<file path="config.mk">
export PLATFORM = sky130hd
export DESIGN_NAME = cv32e40p_apu_req_buffer
export DESIGN_NICKNAME = d
export VERILOG_FILES = /design/src/rtl/cv32e40p_apu_core_pkg.sv /design/src/rtl/cv32e40p_apu_req_fifo.sv /design/src/rtl/cv32e40p_apu_req_buffer.sv
export SDC_FILE = /design/constraint.sdc
export NUM_CORES = 1
export LEC_CHECK = 0
export CAP_MARGIN = 25
export CORE_ASPECT_RATIO = 1.25
export CORE_UTILIZATION = 43
export CTS_CLUSTER_SIZE = 8
export DETAILED_ROUTE_END_ITERATION = 10
export PLACE_DENSITY = 0.76
export SLEW_MARGIN = 0
export SYNTH_ARGS = -nofsm -noshare
export SYNTH_HDL_FRONTEND = slang
export SYNTH_SLANG_ARGS = --single-unit
</file>
<file path="constraint.sdc">
create_clock -name clk_i -period 24.3 [get_ports clk_i]
set_input_delay 6.075 -clock clk_i [delete_from_list [all_inputs] [get_ports clk_i]]
set_output_delay 6.075 -clock clk_i [all_outputs]
set_load 0.1 [all_outputs]
</file>
<file path="src/rtl/cv32e40p_apu_core_pkg.sv">
// Shared APU widths and the packed request record carried from core to FPU.
package cv32e40p_apu_core_pkg;

    localparam int APU_NARGS_CPU    = 3;
    localparam int APU_WOP_CPU      = 6;
    localparam int APU_NDSFLAGS_CPU = 15;
    localparam int APU_NUSFLAGS_CPU = 5;

    typedef struct packed {
        logic [APU_NARGS_CPU*32-1:0] operands;
        logic [APU_WOP_CPU-1:0]      op;
        logic [APU_NDSFLAGS_CPU-1:0] flags;
    } apu_req_t;

endpackage

</file>
<file path="src/rtl/cv32e40p_apu_req_fifo.sv">
// DEPTH-entry request FIFO; head visible the cycle after a push (no bypass).
// Full/empty from read/write pointers carrying an extra wrap bit.
module cv32e40p_apu_req_fifo
    import cv32e40p_apu_core_pkg::*;
#(
    parameter int DEPTH = 2
) (
    input  logic     clk,
    input  logic     rst,
    input  logic     push,
    input  logic     pop,
    input  apu_req_t wdata,
    output apu_req_t head,
    output logic     full,
    output logic     empty
);

    localparam int AW = (DEPTH > 1) ? $clog2(DEPTH) : 1;

    logic [AW:0] wr_ptr;
    logic [AW:0] rd_ptr;
    apu_req_t    mem [DEPTH];

    // Index wraps at DEPTH-1 so non-power-of-two depths still work.
    function automatic logic [AW:0] ptr_inc(input logic [AW:0] p);
        if (p[AW-1:0] == AW'(DEPTH-1))
            return {~p[AW], {AW{1'b0}}};
        return p + 1'b1;
    endfunction

    always_ff @(posedge clk) begin
        if (rst) begin
            wr_ptr <= '0;
            rd_ptr <= '0;
        end else begin
            if (push) wr_ptr <= ptr_inc(wr_ptr);
            if (pop)  rd_ptr <= ptr_inc(rd_ptr);
        end
    end

    always_ff @(posedge clk) begin
        if (push) mem[wr_ptr[AW-1:0]] <= wdata;
    end

    assign empty = (wr_ptr == rd_ptr);
    assign full  = (wr_ptr[AW-1:0] == rd_ptr[AW-1:0]) && (wr_ptr[AW] != rd_ptr[AW]);
    assign head  = mem[rd_ptr[AW-1:0]];

endmodule

</file>
<file path="src/rtl/cv32e40p_apu_req_buffer.sv">
// Decouples core APU requests from the FPU: buffers, caps in-flight ops, registers results (1 cycle).
// Core sees gnt only while the buffer has room; results have no backpressure.
module cv32e40p_apu_req_buffer
    import cv32e40p_apu_core_pkg::*;
#(
    parameter int REQ_DEPTH       = 2,
    parameter int MAX_OUTSTANDING = 4
) (
    input  logic                          clk_i,
    input  logic                          rst_i,
    input  logic                          apu_req_i,
    output logic                          apu_gnt_o,
    input  logic [APU_NARGS_CPU*32-1:0]   apu_operands_i,
    input  logic [APU_WOP_CPU-1:0]        apu_op_i,
    input  logic [APU_NDSFLAGS_CPU-1:0]   apu_flags_i,
    output logic                          apu_rvalid_o,
    output logic [31:0]                   apu_result_o,
    output logic [APU_NUSFLAGS_CPU-1:0]   apu_flags_o,
    output logic                          fpu_req_o,
    input  logic                          fpu_gnt_i,
    output logic [APU_NARGS_CPU*32-1:0]   fpu_operands_o,
    output logic [APU_WOP_CPU-1:0]        fpu_op_o,
    output logic [APU_NDSFLAGS_CPU-1:0]   fpu_flags_o,
    input  logic                          fpu_rvalid_i,
    input  logic [31:0]                   fpu_rdata_i,
    input  logic [APU_NUSFLAGS_CPU-1:0]   fpu_rflags_i,
    output logic                          busy_o
);

    localparam int             CW      = $clog2(MAX_OUTSTANDING + 1);
    localparam logic [CW-1:0]  MAX_CNT = CW'(MAX_OUTSTANDING);

    logic [CW-1:0] cnt;
    logic          fifo_full;
    logic          fifo_empty;
    logic          push;
    logic          pop;
    logic          res_take;
    apu_req_t      wreq;
    apu_req_t      head;
    apu_req_t      fpu_dat;

    assign wreq = '{operands: apu_operands_i, op: apu_op_i, flags: apu_flags_i};

    cv32e40p_apu_req_fifo #(
        .DEPTH (REQ_DEPTH)
    ) u_fifo (
        .clk   (clk_i),
        .rst   (rst_i),
        .push  (push),
        .pop   (pop),
        .wdata (wreq),
        .head  (head),
        .full  (fifo_full),
        .empty (fifo_empty)
    );

    // A full buffer refuses even when a pop happens this cycle.
    assign apu_gnt_o = !rst_i && !fifo_full;
    assign push      = apu_req_i && apu_gnt_o;
    assign fpu_req_o = !rst_i && !fifo_empty && (cnt < MAX_CNT);
    assign pop       = fpu_req_o && fpu_gnt_i;

    assign fpu_dat        = (!rst_i && !fifo_empty) ? head : '0;
    assign fpu_operands_o = fpu_dat.operands;
    assign fpu_op_o       = fpu_dat.op;
    assign fpu_flags_o    = fpu_dat.flags;

    // A result with nothing outstanding leaves the count at zero.
    assign res_take = fpu_rvalid_i && (cnt != '0);

    always_ff @(posedge clk_i) begin
        if (rst_i) begin
            cnt <= '0;
        end else begin
            case ({pop, res_take})
                2'b10:   cnt <= cnt + 1'b1;
                2'b01:   cnt <= cnt - 1'b1;
                default: cnt <= cnt;
            endcase
        end
    end

    always_ff @(posedge clk_i) begin
        if (rst_i) begin
            apu_rvalid_o <= 1'b0;
            apu_result_o <= '0;
            apu_flags_o  <= '0;
        end else begin
            apu_rvalid_o <= fpu_rvalid_i;
            if (fpu_rvalid_i) begin
                apu_result_o <= fpu_rdata_i;
                apu_flags_o  <= fpu_rflags_i;
            end
        end
    end

    assign busy_o = !fifo_empty || (cnt != '0) || apu_rvalid_o;

    // Spurious FPU result: forwarded anyway, but flagged (expected after a mid-op reset).
    spurious_result: cover property (@(posedge clk_i) disable iff (rst_i)
        fpu_rvalid_i && (cnt == '0));

endmodule

</file>
=== Word level (Yosys, flattened, before mapping) ===
Memory sizes are Yosys's and may differ from the RTL's. A register that Yosys moved wholly into a read port is not among the register bits.
Cells that the tools add are included.
Widths: inputs -> output; s select.

* Memory bits (read-only): 0
* Bits in writable memories: 234
* Logic and storage cells: 49
* Output and inout port bits: 158
* Bits in registers: 45
* Latch bits: 0
* Bits of input ports: 159
* Memories: 1

{| class="wikitable"
|+ Memory list
! memory !! words !! bits a word !! rd ports !! clocked after Yosys merged registers in !! write ports !! RTL line !! RTL
|-
| u_fifo.mem || 2 || 117 || 1 || 1 || 1 || cv32e40p_apu_req_fifo.sv:22 || <nowiki>apu_req_t mem [DEPTH];</nowiki>
|}

* Multipliers: 0
* $lt $le $gt $ge: 1
* Reduce and logical (&&, ||, !) cells: 14
* Shift-type cells: 0
* Add/subtract/negate cells: 4
* Div/mod/pow operators: 0
* Equality and inequality tests: 5
* Multiplexer cells: 16
* Bitwise logic cells: 2

{| class="wikitable"
|+ Operator list
! operator !! count
|-
| $mux 117 || 1
|-
| $mux 1 || 10
|-
| $mux 2 || 4
|-
| $logic_and 1x1->1 || 7
|-
| $pmux 3 s2 || 1
|-
| $add 2x1->2 const B || 2
|-
| $add 3x1->3 const B || 1
|-
| $logic_not 1->1 || 3
|-
| $lt 3x3->1 const B || 1
|-
| $reduce_bool 3->1 || 1
|-
| $sub 3x1->3 const B || 1
|-
| $eq 2x1->1 const B || 1
|-
| $eq 2x2->1 || 1
|-
| $eq 2x2->1 const B || 1
|-
| $logic_or 1x1->1 || 2
|-
| $not 1->1 || 2
|-
| $reduce_bool 2->1 || 1
|-
| $eq 1x1->1 || 1
|-
| $ne 1x1->1 || 1
|}

=== Depth between registers and ports, before layout ===
Gate-level depths: netlist (run 1).

* Word-level depth: 10
* Gate-level depth with buffers: 11
* Depth with buffers taken out: 9

=== Modules after synthesis ===
From an unflattened synthesis (run 1), not the netlist that was laid out.

* Cells, all modules: 664
* Area, all modules: 11205.7 sq um

{| class="wikitable"
|+ Modules (own cells, without submodules)
! module !! instances !! seq. area each (sq um) !! area each (sq um) !! cells an instance
|-
| cv32e40p_apu_req_fifo || 1 || 7126.8 || 8765.9 || 386
|-
| cv32e40p_apu_req_buffer || 1 || 820.8 || 2439.8 || 278
|}

=== Worst setup path after synthesis (run 1) ===
No wires, ideal clock.

* Path kind: in2reg
* From: input port rst_i
* To: memory u_fifo.mem[1][0] in the netlist's numbering, enable pin
* Arrival time: 24.455 ns
* Buffers on the path: 1
* Setup time: 1.215 ns
* Stages: 2
* Data required time: 23.085 ns
* Path slack: -1.370 ns
* Path through: clkbuf_1 > a2111oi_0

* Cells in the longest elaborated chain, start to end: 5

{| class="wikitable"
|+ Ends and longest elaborated chain
! what !! RTL line !! RTL
|-
| from (decl) || cv32e40p_apu_req_buffer.sv:10 || <nowiki>input logic rst_i,</nowiki>
|-
| $logic_not 1->1 || cv32e40p_apu_req_buffer.sv:59 || <nowiki>assign apu_gnt_o = !rst_i && !fifo_full;</nowiki>
|-
| $logic_and 1x1->1 || cv32e40p_apu_req_buffer.sv:59 ||
|-
| $logic_and 1x1->1 || cv32e40p_apu_req_buffer.sv:60 || <nowiki>assign push = apu_req_i && apu_gnt_o;</nowiki>
|-
| $mux 1 || cv32e40p_apu_req_fifo.sv:42 || <nowiki>if (push) mem[wr_ptr[AW-1:0]] <= wdata;</nowiki>
|-
| $mux 1 (not written as such) || cv32e40p_apu_req_fifo.sv:42 ||
|-
| to (decl) || cv32e40p_apu_req_fifo.sv:22 ||
|}

Every way passes these cells.

=== Worst setup path after layout (run 1) ===
* From: input port rst_i
* To: output port fpu_operands_o[70]

* Cells in the longest elaborated chain, start to end: 3

{| class="wikitable"
|+ Ends and longest elaborated chain
! what !! RTL line !! RTL
|-
| $logic_not 1->1 || cv32e40p_apu_req_buffer.sv:64 || <nowiki>assign fpu_dat = (!rst_i && !fifo_empty) ? head : '0;</nowiki>
|-
| $logic_and 1x1->1 || cv32e40p_apu_req_buffer.sv:64 ||
|-
| $mux 117 || cv32e40p_apu_req_buffer.sv:64 ||
|-
| to (decl) || cv32e40p_apu_req_buffer.sv:21 || <nowiki>output logic [APU_NARGS_CPU*32-1:0] fpu_operands_o,</nowiki>
|}

Every way passes these cells.

==> metrics.csv, run 1 <==
stage,metric,value,unit
status,status,"finished, final reports clean",
drt,vias_per_cell,4.87,
drt,drc,0,
die,initial_core_util,43.7,%
yosys,seq_area_frac_synth,74.7,%
sta,fin_crit_sh,61.9,%
layout,area_delta_synth_final,42.6,%
layout,layout_common_cells,"315 x clkdlybuf4s50_1, 234 x edfxtp_1, 161 x nor2_1",
sta,fin_crit,15.03,ns
worst_setup_path,required,18.22,ns
global_route,grt_first_pass_wirelength,35.1,mm
yosys,ys_ff_latch,280,
clock_tree,clock_latency,0.49,ns
drt,drtIter0Drc,268,
layout,mostFrequentLayoutCell,clkdlybuf4s50_1,
global_route,grt.total_usage,18.3,%
clock_tree,clock_sinks,280,
drt,via_count,6589,
sta,grt_setup_unrepaired,false,
placed_design,dp_hpwl,15.3,mm
layout,nets,1166,
clock_tree,cts_tree,built,
pwr,leakage,5.22,nW
worst_hold_path,min_path_cells,2,
die,rows,64,
placed_design,place_congestion,0.728,
yosys,yosysWarnings,0,
layout,drive_gt1_share,5.89,%
clock_tree,ctsResizeCount,0,
drt,ant_nets,0,
die,die_w,143,um
clock_tree,cts_buffer_depth,3,
worst_setup_path,path_class,primary input to primary output,
sta,finalSetupViolCount,0,
sta,hold_viol,0,
sta,max_freq,66.5,MHz
placed_design,portBuffers,316,
worst_setup_path,worstPathArrival,8.96,ns
die,die_y,178,um
sta,tns,0,ns
run,cap_violations,0,
yosys,synth_cell_types,28,
global_route,grt_pass1_vias,6749,
sta,slew_violations,0,
drt,wl,23.8,mm
pwr,power_density,106,nW/um^2
die,fp.dieArea,25400,um^2
pwr,max-vdd-ir-drop,61.1,uV
clock_tree,cts-root-buf,clkbuf_16,
yosys,netlist_area,10600,um^2
sta,finClkSkew,0.0111,ns
global_route,grt_max_degree,62,
clock_tree,postCtsHoldBufs,0,
yosys,postSynthCellCount,673,
die,core_area,24300,um^2
clock_tree,cts.htree.levels,2,
sta,slew_headroom,28.2,%
worst_setup_path,critPathCaptureType,primary output,
drt,first_pass_iters,4,
worst_setup_path,critPathMaxFanout,61,
global_route,grt_overflow,0,
global_route,grt_antenna_before_repair,3,
clock_tree,postCtsSetupBuffers,0,
worst_setup_path,r2r_cells,10,
pwr,total_power,0.00161,W
worst_hold_path,hold_class,register to register,
die,io_pins,317,
sta,worstMarginPinSlew,1.08,ns
drt,avgRoutedWirePerCell,17.6,um
yosys,synth_nets,834,
yosys,avgSynthCellArea,15.8,um^2
clock_tree,cts_buffers,40,
clock_tree,clk_pin_slew,0.05,ns
worst_setup_path,crit_path_start_kind,primary input,
worst_setup_path,rrSetupSlack,20.77,ns
sequential cells by signal (all words and copies together) (netlist names), named ones only:
signal         count
apu_flags_o        5
apu_result_o      32
u_fifo.rd_ptr      2
u_fifo.wr_ptr      2
cnt                3
apu_rvalid_o       1
u_fifo.mem       234
report_power, final:
group	total [W]	internal, W	switching [W]
Clock	0.000481	0.000303	0.000178
Combinational	0.000563	0.000146	0.000418
Sequential	0.000565	0.000553	0.0000121
Total	0.00161	0.00100	0.000608
worst paths after layout:
kind	from	to
max reg2reg	u_fifo.rd_ptr[0]$_SDFFE_PP0P_	cnt[2]$_SDFFE_PP0P_
min reg2reg	apu_result_o[17]$_SDFFE_PP0P_	apu_result_o[17]$_SDFFE_PP0P_
max	rst_i	fpu_operands_o[70]
min	apu_result_o[17]$_SDFFE_PP0P_	apu_result_o[17]$_SDFFE_PP0P_
synth_stat cells (all sizes together):
| cell | number | area (um^2) |
|---|---|---|
| nor2b | 2 | 12.5 |
| o21ai | 2 | 10.0 |
| edfxtp | 234 | 7030 |
| ha | 1 | 12.5 |
| mux2i | 155 | 1550 |
| a2111oi | 2 | 17.5 |
| xor2 | 3 | 26.3 |
| xnor2 | 2 | 17.5 |
| or3 | 1 | 6.26 |
| dfxtp | 46 | 921 |
| mux2 | 3 | 33.8 |
| nor4 | 1 | 6.26 |
| nand3 | 2 | 10.0 |
| nand2b | 1 | 6.26 |
| a211oi | 2 | 15.0 |
| a21o | 1 | 7.51 |
| a21oi | 6 | 30.0 |
| fa | 1 | 20.0 |
| nor2 | 161 | 604 |
| buf | 33 | 240 |
| o31a | 1 | 8.76 |
| nand2 | 2 | 7.51 |
| or2 | 1 | 6.26 |
| clkbuf | 4 | 15.0 |
| inv | 6 | 22.5 |
per-stage QoR:
stage	setup slack, ns	instances	hold slack (ns)	instance area, um^2	util, %
2_1_floorplan	4.45	673	0.484	10600	-
3_3_place_gp	9.28	1292	0.471	14000	57.7
3_5_place_dp	9.23	1292	0.483	14000	57.7
4_1_cts	9.22	1348	0.498	15100	62.2
5_1_grt	9.10	1351	0.518	15200	62.3
6_report	9.27	1352	0.490	15200	62.3
logic make-up (layout without fill, tap and decap cells):
| family | Yosys count | in the layout | share of synthesized area [%] |
|---|---|---|---|
| AND/OR/NAND/NOR | 171 | 171 | 6.20 |
| flip-flops | 280 | 280 | 74.7 |
| buffers and inverters | 43 | 389 | 2.61 |
| multiplexers | 158 | 158 | 14.9 |
| XOR/XNOR | 5 | 5 | 0.412 |
| adder cells (fa/ha/maj) | 2 | 2 | 0.306 |
| AO/OA/AOI/OAI | 14 | 14 | 0.835 |
| other | 0 | 3 | 0 |
worst max-delay path: stages:
cell,delay [ns]
clkdlybuf4s50_1,0.51
a21o_4,0.51
buf_4,0.63
nor2_1,0.14
clkdlybuf4s50_1,1.01
per-layer routing:
metal  global-route usage, %  wire (um)
met3                    6.26       1990
met4                    10.3        983
met1                    19.7       8710
met2                    31.4      12100
met5                       0          0
cell type report:
type | count | area, um^2
fillers | 1836 | 9180
flip-flops and latches | 280 | 7950
repair buffers | 327 | 3260
multi-input cells | 350 | 2430
clock buffers | 56 | 1080
well taps | 330 | 413
inverters | 6 | 22.5
diodes | 3 | 7.51
No activity file was read; power rests on OpenSTA's default activity.
==> run 2: changes to the inputs <==
==> constraint.sdc (replaced) <==
create_clock -name clk_i -period 12.9 [get_ports clk_i]
set_input_delay 3.225 -clock clk_i [delete_from_list [all_inputs] [get_ports clk_i]]
set_output_delay 3.225 -clock clk_i [all_outputs]
set_load 0.1 [all_outputs]
==> run 2 against run 1 <==
- worst hold slack about the same
- highest routed layer unchanged
- clock skew up 0.0042 ns
- worst setup slack worse by 5.8 ns
- largest power group unchanged
- critical endpoint is now fpu_flags_o[8]
==> metrics.csv, run 2 (synthesis gave the netlist of run 1 again) <==
stage,metric,value,unit,change
layout,largest_reg_flops,234,,unchanged
clock_tree,clock_sinks,280,,unchanged
die,io_pins,317,,unchanged
layout,seq_area,7950,um^2,unchanged
layout,layout_common_cells,"314 x clkdlybuf4s50_1, 234 x edfxtp_1, 161 x nor2_1",,
drt,first_pass_iters,4,,unchanged
layout,design_area,15300,um^2,+0.59%
global_route,grt_max_degree,71,,+15%
global_route,grt.total_usage,17.8,%,-0.48 points
die,core_area,24300,um^2,unchanged
pwr,seqPwrFrac,35.3,%,+0.2 points
die,die_y,178,um,unchanged
global_route,grt_first_pass_wirelength,34.6,mm,-1.5%
sta,worstMarginPinSlew,1.04,ns,-0.0391 ns
worst_setup_path,crit_path_start_kind,primary input,,
placed_design,place_ws,3.43,ns,-5.80 ns
pwr,leakage,5.26,nW,+0.70%
clock_tree,postCtsSetupBuffers,0,,unchanged
layout,fin_util,62.7,%,+0.36 points
drt,drtIter0Drc,232,,-13%
clock_tree,clk_pin_slew,0.05,ns,about the same
global_route,grt_overflow,0,,unchanged
sta,hold_viol,0,,unchanged
drt,avgRoutedWirePerCell,17.3,um,-1.9%
die,fp.dieArea,25400,um^2,unchanged
layout,nets,1167,,+0.086%
drt,wl,23.4,mm,-1.6%
clock_tree,cts_tree,built,,
pwr,switching_share,37.7,%,-0.068 points
pwr,clock_power_share,30.9,%,+1.0 points
die,die_w,143,um,unchanged
clock_tree,ctsResizeCount,0,,unchanged
pwr,p_comb_share,33.8,%,-1.2 points
drt,ant_nets,0,,unchanged
drt,vias_per_cell,4.80,,-1.4%
clock_tree,cts-root-buf,clkbuf_16,,
global_route,grt_pass1_vias,6669,,-1.2%
drt,drc,0,,unchanged
sta,max_freq,106,MHz,
die,rows,64,,unchanged
global_route,grt_antenna_before_repair,1,,-2
layout,fillers,1855,,+1.0%
worst_setup_path,worstPathArrival,6.24,ns,-2.72 ns
run,cap_violations,0,,unchanged
sta,grt_setup_unrepaired,false,,
pwr,max-vdd-ir-drop,94.1,uV,+54%
clock_tree,clock_latency,0.50,ns,about the same
sta,slew_violations,0,,unchanged
pwr,total_power,0.00308,W,+91%
pwr,power_density,202,nW/um^2,+90%
drt,via_count,6513,,-1.2%
worst_setup_path,rrSetupSlack,9.29,ns,-11.48 ns
status,status,"finished, final reports clean",,
sta,slew_headroom,30.6,%,+2.4 points
sta,fin_crit_sh,73.4,%,
placed_design,dpl_cell_area,14100,um^2,+0.14%
clock_tree,postCtsHoldBufs,0,,unchanged
clock_tree,cts_buffers,41,,+2.5%
placed_design,place_congestion,0.742,,+1.9%
sta,fin_crit,9.47,ns,
clock_tree,cts.htree.levels,2,,unchanged
pwr,p_switching,0.00116,W,+91%
pwr,intPower,0.00192,W,+91%
worst_hold_path,hold_class,register to register,,
layout,multi_input_area,2450,um^2,+1.0%
worst_setup_path,path_class,primary input to primary output,,
worst_setup_path,required,9.68,ns,-8.54 ns
die,initial_core_util,43.7,%,unchanged
sta,tns,0,ns,unchanged
worst_setup_path,critPathMaxFanout,70,,+15%
clock_tree,cts_buffer_depth,3,,unchanged
worst_setup_path,critPathCaptureType,primary output,,
placed_design,portBuffers,316,,unchanged
sta,finClkSkew,0.0153,ns,+0.00424 ns
sta,finalSetupViolCount,0,,unchanged
layout,mostFrequentLayoutCell,clkdlybuf4s50_1,,
layout,area_delta_synth_final,43.4,%,
layout,drive_gt1_share,6.35,%,+0.46 points
sta,setup_ws,3.43,ns,-5.83 ns
placed_design,dp_hpwl,15.0,mm,-2.3%
==> run 2: cell type report <==
type / count / area share (%)
clock buffer: 58 / 7.42
clock inverter: 3 / 0.139
sequential: 280 / 52.1
timing repair buffer: 327 / 21.3
multi-input combinational: 350 / 16.1
inverter: 6 / 0.148
tap: 330 / 2.71
antenna: 2 / 0.0328
==> run 2: layer usage <==
metal / share of wire, % / track usage, % / vias up / routed length [um]
met2: 53 / 31.5 / 233 / 12400
li1: - / - / 3118 / -
met3: 7.0 / 4.88 / 54 / 1630
met4: 2.9 / 8.83 / 0 / 690
met5: 0 / 0 / - / 0
met1: 37 / 19.7 / 3108 / 8700
==> run 2: through the flow <==
stage | std cells | hold slack, ns
finish | 1356 | 0.491
global route | 1355 | 0.526
CTS | 1353 | 0.497
detailed placement | 1292 | 0.486
global placement | 1292 | 0.471
floorplan | 673 | 0.484
==> run 2: power by group through the flow <==
stage	Combinational (W)	Sequential [W]	Clock [W]
after floorplan	0.000775	0.00113	0
after global placement	0.00103	0.00110	0
after detailed placement	0.00104	0.00110	0
after CTS	0.00105	0.00109	0.000973
after global routing	0.00108	0.00109	0.00101
final	0.00104	0.00109	0.000949
==> run 2: worst paths after layout <==
kind	startpoint	end	depth (start not counted)
max	rst_i	fpu_flags_o[8]	6
min	apu_result_o[0]$_SDFFE_PP0P_	apu_result_o[0]$_SDFFE_PP0P_	2
max reg2reg	u_fifo.rd_ptr[0]$_SDFFE_PP0P_	cnt[2]$_SDFFE_PP0P_	10
min reg2reg	apu_result_o[0]$_SDFFE_PP0P_	apu_result_o[0]$_SDFFE_PP0P_	2
==> run 2: critical path, cell delays in order <==
cell and delay [ns]:
buf_2 0.07, buf_4 0.44, a21o_4 0.50, buf_4 0.65
nor2_1 0.19, clkdlybuf4s50_1 1.03
==> run 3: changes to the inputs <==
==> constraint.sdc (replaced) <==
create_clock -name clk_i -period 8.57 [get_ports clk_i]
set_input_delay 2.1425 -clock clk_i [delete_from_list [all_inputs] [get_ports clk_i]]
set_output_delay 2.1425 -clock clk_i [all_outputs]
set_load 0.1 [all_outputs]
==> run 3 against run 2 <==
- sequential share of layout area increased by 0.099 points
- via count about the same
- clock power increased by 46%
- sequential power increased by 47%
- global-route usage increased by 0.31 points
- die area unchanged
- routed wire length increased by 0.65%
- first-iteration DRC count decreased by 3.4%
- combinational power increased by 55%
==> metrics.csv, run 3 (synthesis gave the netlist of run 1 again) <==
stage,metric,value,unit,change
clock_tree,cts_tree,built,,
global_route,grt_pass1_vias,6561,,-1.6%
status,status,"finished, final reports clean",,
placed_design,portBuffers,316,,unchanged
layout,drive_gt1_share,5.91,%,-0.44 points
worst_setup_path,crit_path_start_kind,primary input,,
drt,avgRoutedWirePerCell,17.5,um,+1.4%
pwr,p_comb_share,35.0,%,+1.2 points
die,io_pins,317,,unchanged
global_route,grt_first_pass_wirelength,34.8,mm,+0.76%
die,die_y,178,um,unchanged
worst_setup_path,critPathMaxFanout,61,,-13%
placed_design,dpl_cell_area,14100,um^2,about the same
sta,worstMarginPinSlew,1.06,ns,+0.0194 ns
die,initial_core_util,43.7,%,unchanged
layout,fillers,1836,,-1.0%
worst_setup_path,path_class,primary input to primary output,,
die,die_w,143,um,unchanged
sta,slew_headroom,29.3,%,-1.3 points
pwr,power_density,302,nW/um^2,+50%
worst_setup_path,worstPathArrival,4.97,ns,-1.27 ns
placed_design,dp_hpwl,15.1,mm,+0.76%
sta,finClkSkew,0.0179,ns,+0.00258 ns
die,fp.dieArea,25400,um^2,unchanged
pwr,switching_share,37.7,%,about the same
sta,grt_setup_unrepaired,false,,
global_route,grt_antenna_before_repair,1,,unchanged
placed_design,place_inst,1288,,-0.31%
clock_tree,postCtsSetupBuffers,0,,unchanged
clock_tree,cts.htree.levels,2,,unchanged
clock_tree,clock_sinks,280,,unchanged
sta,slew_violations,0,,unchanged
drt,drc,0,,unchanged
pwr,p_switching,0.00173,W,+49%
drt,drtIter0Drc,224,,-3.4%
drt,first_pass_iters,4,,unchanged
pwr,max-vdd-ir-drop,231,uV,+150%
layout,design_area,15200,um^2,-0.19%
clock_tree,cts_buffers,40,,-2.4%
run,cap_violations,0,,unchanged
pwr,leakage,5.24,nW,-0.40%
layout,area_delta_synth_final,43.2,%,
clock_tree,postCtsHoldBufs,0,,unchanged
layout,mostFrequentLayoutCell,clkdlybuf4s50_1,,
worst_setup_path,cp_num_buf_inv,3,,-1
layout,layout_common_cells,"314 x clkdlybuf4s50_1, 234 x edfxtp_1, 161 x nor2_1",,
drt,via_count,6510,,-0.046%
pwr,seqPwrFrac,34.9,%,-0.4 points
worst_setup_path,cpMaxStageDelayCell,clkdlybuf4s50_1,,
sta,hold_viol,0,,unchanged
clock_tree,ctsResizeCount,0,,unchanged
clock_tree,cts-root-buf,clkbuf_16,,
worst_setup_path,crit_chain,buf_2 > a21o_4 > buf_12 > nor2_1 > clkdlybuf4s50_1,,
worst_setup_path,slowest_delay,1.02,ns,about the same
layout,nets,1163,,-0.34%
die,rows,64,,unchanged
layout,largest_reg_flops,234,,unchanged
sta,finalSetupViolCount,0,,unchanged
die,core_area,24300,um^2,unchanged
worst_setup_path,required,6.43,ns,-3.25 ns
clock_tree,clk_pin_slew,0.05,ns,about the same
clock_tree,cts_buffer_depth,3,,unchanged
global_route,grt_overflow,0,,unchanged
global_route,grt.total_usage,18.2,%,+0.31 points
clock_tree,clock_latency,0.51,ns,about the same
sta,tns,0,ns,unchanged
sta,max_freq,141,MHz,
worst_hold_path,hold_class,register to register,,
sta,fin_crit,7.11,ns,
placed_design,place_congestion,0.740,,-0.28%
layout,fin_cells,1346,,-0.74%
global_route,grt_max_degree,74,,+4.2%
pwr,clock_power_share,30.2,%,-0.7 points
drt,ant_nets,0,,unchanged
pwr,intPower,0.00286,W,+49%
drt,wl,23.6,mm,+0.65%
worst_setup_path,critPathCaptureType,primary output,,
sta,fin_crit_sh,82.9,%,
drt,vias_per_cell,4.84,,+0.70%
worst_setup_path,cpLargestDelayFamily,buffers and inverters,,
worst_setup_path,rrSetupSlack,5.72,ns,-3.57 ns
## run 3: metal layers
metal	vias to the layer above	GRT usage, %	share of wire, %
met5	-	0	0
met4	0	6.99	2.6
met3	43	5.34	7.1
met2	242	32.8	53
met1	3121	19.9	38
li1	3104	-	-
## run 3: path summary, 6_finish.rpt
| path | startpoint | end | cells past startpoint |
|---|---|---|---|
| setup reg to reg | u_fifo.rd_ptr[0]$_SDFFE_PP0P_ | cnt[2]$_SDFFE_PP0P_ | 9 |
| setup / recovery | rst_i | fpu_flags_o[3] | 5 |
| hold / removal | apu_result_o[13]$_SDFFE_PP0P_ | apu_result_o[13]$_SDFFE_PP0P_ | 2 |
| hold reg to reg | apu_result_o[13]$_SDFFE_PP0P_ | apu_result_o[13]$_SDFFE_PP0P_ | 2 |
## run 3: worst register-to-register path: cells and delay by family (launching register included)
kind / cells / cell delay, ns
compound gates: 2 / 0.73
simple gates: 2 / 0.50
xor+xnor: 2 / 0.41
fa+ha+maj: 2 / 0.55
flops: 1 / 0.52
buf+inv: 1 / 0.06
## run 3: layout make-up
cell class                 count  area (um^2)  share of cell area, %
antenna                        1         2.50                 0.0164
sequential                   280         7950                   52.2
multi-input combinational    350         2450                   16.1
clock buffer                  54         1100                   7.20
clock inverter                 1         16.3                  0.107
inverter                       6         22.5                  0.148
timing repair buffer         324         3270                   21.5
tap                          330          413                   2.71
## run 3: power groups by stage
stage | clock [W] | combinational [W] | sequential, W
floorplan | 0 | 0.00117 | 0.00170
CTS | 0.00143 | 0.00158 | 0.00164
detailed placement | 0 | 0.00157 | 0.00166
global route | 0.00148 | 0.00167 | 0.00161
finish | 0.00139 | 0.00161 | 0.00160
global placement | 0 | 0.00156 | 0.00166
## run 3: per-stage QoR
| stage | util (%) | worst slack (ns) | hold slack [ns] | power [W] |
|---|---|---|---|---|
| after floorplan | - | 1.74 | 0.484 | 0.00287 |
| after global placement | 57.8 | 1.46 | 0.471 | 0.00322 |
| after detailed placement | 57.8 | 1.43 | 0.486 | 0.00324 |
| after CTS | 62.3 | 1.39 | 0.497 | 0.00464 |
| after global routing | 62.6 | 1.24 | 0.522 | 0.00476 |
| final | 62.6 | 1.46 | 0.493 | 0.00459 |
